## src/rtl/turn_timer.sv

```systemverilog
// Per-turn countdown engine for the tic-tac-toe game.
// A prescaler turns clk into a count tick. The turn counter runs 0..TURN_LIMIT
// while a player-turn state is active, pulses finished on expiry and restarts at 0.
// It also drives a hex 7-segment digit, a warning LED and a saturating expiry counter.
//
// Handshake with the game FSM:
//   reset_timer is a one-way synchronous clear request. It is honoured on the
//   cycle it is seen and needs no acknowledge.
//   finished is a one-cycle pulse. The FSM must act on it in that cycle; it is
//   never held.
//   After expiry the counter restarts by itself, so the FSM can change turns
//   on finished without asserting reset_timer.
module turn_timer #(
  parameter int TICK_DIV   = 50_000_000,
  parameter int TURN_LIMIT = 15,
  parameter int WARN_AT    = 12
) (
  input  logic       clk,
  input  logic       rst,
  input  logic       reset_timer,
  input  logic [3:0] estado,
  input  logic       pause,
  output logic [3:0] count,
  output logic       tick,
  output logic       finished,
  output logic       warn,
  output logic       led_warn,
  output logic [6:0] seg,
  output logic [7:0] expiries
);

  localparam int              DW       = (TICK_DIV > 1) ? $clog2(TICK_DIV) : 1;
  localparam logic [DW-1:0]   DIV_LAST = DW'(TICK_DIV - 1);
  localparam logic [DW-1:0]   DIV_HALF = DW'(TICK_DIV / 2);
  localparam logic [3:0]      LIMIT    = 4'(TURN_LIMIT);
  localparam logic [3:0]      WARN_LVL = 4'(WARN_AT);
  localparam logic [3:0]      TURNO_P1 = 4'b0010;
  localparam logic [3:0]      TURNO_P2 = 4'b0011;

  logic [DW-1:0] div_q, div_d;
  logic [3:0]    count_q, count_d;
  logic          tick_q, tick_d;
  logic          fin_q, fin_d;
  logic [7:0]    exp_q, exp_d;

  logic turn_state;
  logic run;
  logic wrap;

  // Count only in a turn state, and only when neither paused nor being cleared.
  always_comb begin
    turn_state = (estado == TURNO_P1) || (estado == TURNO_P2);
    run        = turn_state && !pause && !reset_timer;
    wrap       = run && (div_q == DIV_LAST);
  end

  // Next state: the clear wins over everything. A frozen timer holds its phase exactly.
  always_comb begin
    div_d   = div_q;
    count_d = count_q;
    tick_d  = 1'b0;
    fin_d   = 1'b0;
    exp_d   = exp_q;
    if (reset_timer) begin
      div_d   = '0;
      count_d = 4'd0;
    end else if (run) begin
      if (wrap) begin
        div_d  = '0;
        tick_d = 1'b1;
        if (count_q == LIMIT) begin
          count_d = 4'd0;
          fin_d   = 1'b1;
          if (exp_q != 8'hFF) exp_d = exp_q + 8'd1;
        end else begin
          count_d = count_q + 4'd1;
        end
      end else begin
        div_d = div_q + DW'(1);
      end
    end
  end

  // State registers, cleared asynchronously.
  always_ff @(posedge clk or posedge rst) begin
    if (rst) begin
      div_q   <= '0;
      count_q <= 4'd0;
      tick_q  <= 1'b0;
      fin_q   <= 1'b0;
      exp_q   <= 8'd0;
    end else begin
      div_q   <= div_d;
      count_q <= count_d;
      tick_q  <= tick_d;
      fin_q   <= fin_d;
      exp_q   <= exp_d;
    end
  end

  // The warning comes straight from the registers, so it stays valid while paused.
  // The LED blinks during the first half of each tick period.
  always_comb begin
    warn     = turn_state && (count_q >= WARN_LVL);
    led_warn = warn && (div_q < DIV_HALF);
  end

  // Active-low hex decode of the count, bit order {g,f,e,d,c,b,a}.
  always_comb begin
    seg = 7'h7F;
    case (count_q)
      4'h0: seg = 7'h40;
      4'h1: seg = 7'h79;
      4'h2: seg = 7'h24;
      4'h3: seg = 7'h30;
      4'h4: seg = 7'h19;
      4'h5: seg = 7'h12;
      4'h6: seg = 7'h02;
      4'h7: seg = 7'h78;
      4'h8: seg = 7'h00;
      4'h9: seg = 7'h10;
      4'hA: seg = 7'h08;
      4'hB: seg = 7'h03;
      4'hC: seg = 7'h46;
      4'hD: seg = 7'h21;
      4'hE: seg = 7'h06;
      4'hF: seg = 7'h0E;
      default: seg = 7'h7F;
    endcase
  end

  assign count    = count_q;
  assign tick     = tick_q;
  assign finished = fin_q;
  assign expiries = exp_q;

endmodule

```

## config.mk

```make
export PLATFORM = sky130hd
export DESIGN_NAME = turn_timer
export DESIGN_NICKNAME = d
export VERILOG_FILES = /design/src/rtl/turn_timer.sv
export SDC_FILE = /design/constraint.sdc
export NUM_CORES = 1
export LEC_CHECK = 0
export ABC_AREA = 1
export CORE_ASPECT_RATIO = 0.5
export CORE_MARGIN = 3
export CORE_UTILIZATION = 50
export CTS_CLUSTER_SIZE = 40
export DETAILED_ROUTE_END_ITERATION = 8
export MAX_ROUTING_LAYER = met4
export PLACE_DENSITY = 0.75
export SYNTH_ARGS = -nofsm -noshare
export SYNTH_HDL_FRONTEND = slang
export SYNTH_SLANG_ARGS = --single-unit
```

## constraint.sdc

```tcl
create_clock -name clk -period 1.6 [get_ports clk]
set_input_delay 0.32 -clock clk [delete_from_list [all_inputs] [get_ports clk]]
set_output_delay 0.32 -clock clk [all_outputs]
set_load 0.01 [all_outputs]
```

==> metrics.md <==
| Metric | Value |
|---|---|
| Number of synthesized flops with an enable pin | 0 |
| Initial Util | 0.540 |
| Post-route clock skew | 0.0186 ns |
| Wire per inst | 21.1 um |
| PortBufs | 29 |
| Critical Path AT | 1.63 ns |
| VDD IR-drop max | 0.632 mV |
| Hold Crit Class | in2async |
| Grt total ovfl | 0 |
| Vias in the first global route | 3,186 |
| Static Leakage | 2.14 nW |
| Worst slew pin tran | 0.393 ns |
| Final TNS setup | -7.94 ns |
| Routability Congestion | 0.910 |
| Startpoint Class | register |
| Synth Area in Adders | 0.0363 |
| Initial antenna violation count | 0 |
| Final-layout fill cell count | 185 |
| Post-Syn Nets | 399 |
| XOR/XNOR Fraction of Synth Area | 0.0508 |
| Number of DRC markers in iteration 0 | 683 |
| Die area | 6500 um^2 |
| Compound-gate portion of the synthesized area | 0.0517 |
| Setup crit end kind | primary output |
| Total power | 2.06 mW |
| Mapped Cells | 383 |
| Failing checks | setup timing |
| Final Setup Violations | 47 |
| Final wirelength | 12,400 um |
| GR Util All Layers | 0.298 |
| WHS | 0.382 ns |
| Worst Path Max Fanout | 4 |
| Synth async-reset ratio | 1.00 |
| Fraction of layout cells with a size suffix above 1 | 0.473 |
| Mux share of post-synthesis cell area | 0 |
| Final hold viol count | 0 |
| Period utilisation layout | 1.22 |
| CTS Hold Bufs | 0 |
| Synth area leaders | dfrtp_1 (36%), nand2_1 (14%), nor2_1 (7.1%), inv_1 (6.3%), nand3_1 (4.2%) |
| CTS buffer count | 5 |
| Post-route DRC | 0 |
| Outcome | complete, but fails checks |
| Power per cell area | 458 nW/um^2 |
| Area growth from synthesis to layout | 63.0% |
| Post-synth top area cell | dfrtp_1 |
| Dominant synthesized flop cell | dfrtp_1 |
| Crit path required time | 1.28 ns |
| Worst setup margin | -0.353 ns |
| Syn_area_per_cell | 7.20 um^2 |
| Pin count of the biggest net entering global routing | 41 |
| Diode count | 0 |
| Post-synthesis sequential area ratio | 0.363 |
| Largest family of logic cells by synthesized area | simple AND/OR/NAND/NOR gates |
| CORE AREA | 5110 um^2 |
| I/O Pins | 31 |
| Tmin final | 1.95 ns |
| ANT nets after route | 0 |
| DRT Pass-1 Iters | 5 |
| Cell area after synthesis | 2760 um^2 |
| Vias per cell | 6.33 |
| Crit Path Class | reg2out |
| Root Driver | clkbuf_8 |
| Synth cell types | 35 |
| Die X | 111 um |
| Nets | 535 |
| Post-Synth Simple-Gate Area | 0.417 |
| First-pass GRT wire length | 15,000 um |
| Fmax | 0.512 GHz |
| Worst-skew pair later-pin latency | 0.32 ns |
| Commonest non-fill, non-tap cell in the layout | buf_4 |
| Synth warnings | 0 |
| Yosys reg bits | 40 |
| Core Rows | 18 |
| Synth top area share | 0.363 |
| Worst-case clock buffer depth | 2 |
| Final HPWL DP | 5620 um |
| Max_cap viols | 0 |
| Die H | 58.5 um |
| CTS tree | built |
| H-tree lvl count | 2 |
| RSZ-0062 raised after global routing | yes |
| Clk slew on worst S/H paths | 0.10 ns |
| Clock Sinks | 40 |
| Worst slew margin | 0.735 |
| DR vias | 3,735 |
| Slew Limit Fails | 0 |
| Most frequent cells in the layout | buf_4 (86), nand2_1 (75), dfrtp_1 (36), nor2_1 (33), inv_1 (32) |
[state kept, by name, summed over array words and instances, names as in the netlist]
register and cells:
tick 1, count 4, div_q 26, finished 1
expiries 8
[final timing paths]
check                                 start          end  slack (ns)  cells past startpoint
worst max-delay path               count[0]       seg[0]       -0.35                      7
worst min-delay path                    rst  expiries[6]        0.38                      3
worst max register to register     div_q[0]    div_q[24]       -0.35                      9
worst min register to register  expiries[1]  expiries[1]        0.62                      2
max in group asynchronous               rst     div_q[4]        0.96                      3
min in group clk                expiries[1]  expiries[1]        0.62                      2
[cell type report]
type,count,area (um^2),share of cell area
sequential,40,1010,0.224
tap,70,87.6,0.0195
clock buffer,6,72.6,0.0161
timing repair buffer,134,1150,0.255
multi-input combinational,288,1940,0.432
inverter,50,204,0.0453
clock inverter,2,35.0,0.00779
[per-layer routing]
metal	track usage	up-vias	wire length (um)
li1	-	1503	-
met1	0.344	1737	4410
met2	0.529	375	5610
met3	0.0606	120	1480
met4	0.113	0	940
met5	-	-	0
[stage by stage]
step | utilization | instances | cell area (um^2) | worst slack, ns
floorplan | - | 383 | 2760 | 0.00714
global placement | 0.734 | 559 | 3750 | -0.500
detailed placement | 0.734 | 559 | 3750 | -0.509
CTS | 0.806 | 584 | 4120 | -0.244
global route | 0.880 | 590 | 4500 | -0.435
finish | 0.880 | 590 | 4500 | -0.353
[critical path, stage by stage, from the launching register on]
cell and delay [ns]:
dfrtp_2 0.47, buf_6 0.14, ha_4 0.15, inv_4 0.04, nor2_4 0.10, nand2_2 0.07
a31oi_1 0.17, buf_2 0.16
[cells in the mapped netlist, types with 3 or more instances]
| cell type | instances |
|---|---|
| nand2_1 | 105 |
| nor2_1 | 52 |
| inv_1 | 46 |
| dfrtp_1 | 40 |
| nand3_1 | 23 |
| nand4_1 | 16 |
| nor2_2 | 16 |
| nor3_1 | 12 |
| xor2_1 | 11 |
| ha_1 | 8 |
| o21ai_0 | 8 |
| a21oi_1 | 7 |
| xnor2_1 | 5 |
| nand4_2 | 3 |
| nor2_4 | 3 |
[cell families after synthesis]
logic type,count (synthesis)
adder cells (fa/ha/maj),8
flip-flops,40
buffers and inverters,55
AND/OR/NAND/NOR,241
XOR/XNOR,16
AO/OA/AOI/OAI,23
[power breakdown]
group          total [mW]  internal [mW]  switching, mW
Sequential           1.01           1.01        0.00148
Combinational       0.158         0.0685         0.0894
Clock               0.889          0.464          0.424
Total                2.06           1.54          0.515
[repair_timing]
action | 4_1_cts | 5_1_grt
gates cloned | 0 | 1
buffers inserted | 17 | 11
setup endpoints to repair | 55 | 49
pin swaps | 22 | 37
gates resized for setup | 86 | 104
Power figures use the tool's default switching activity.
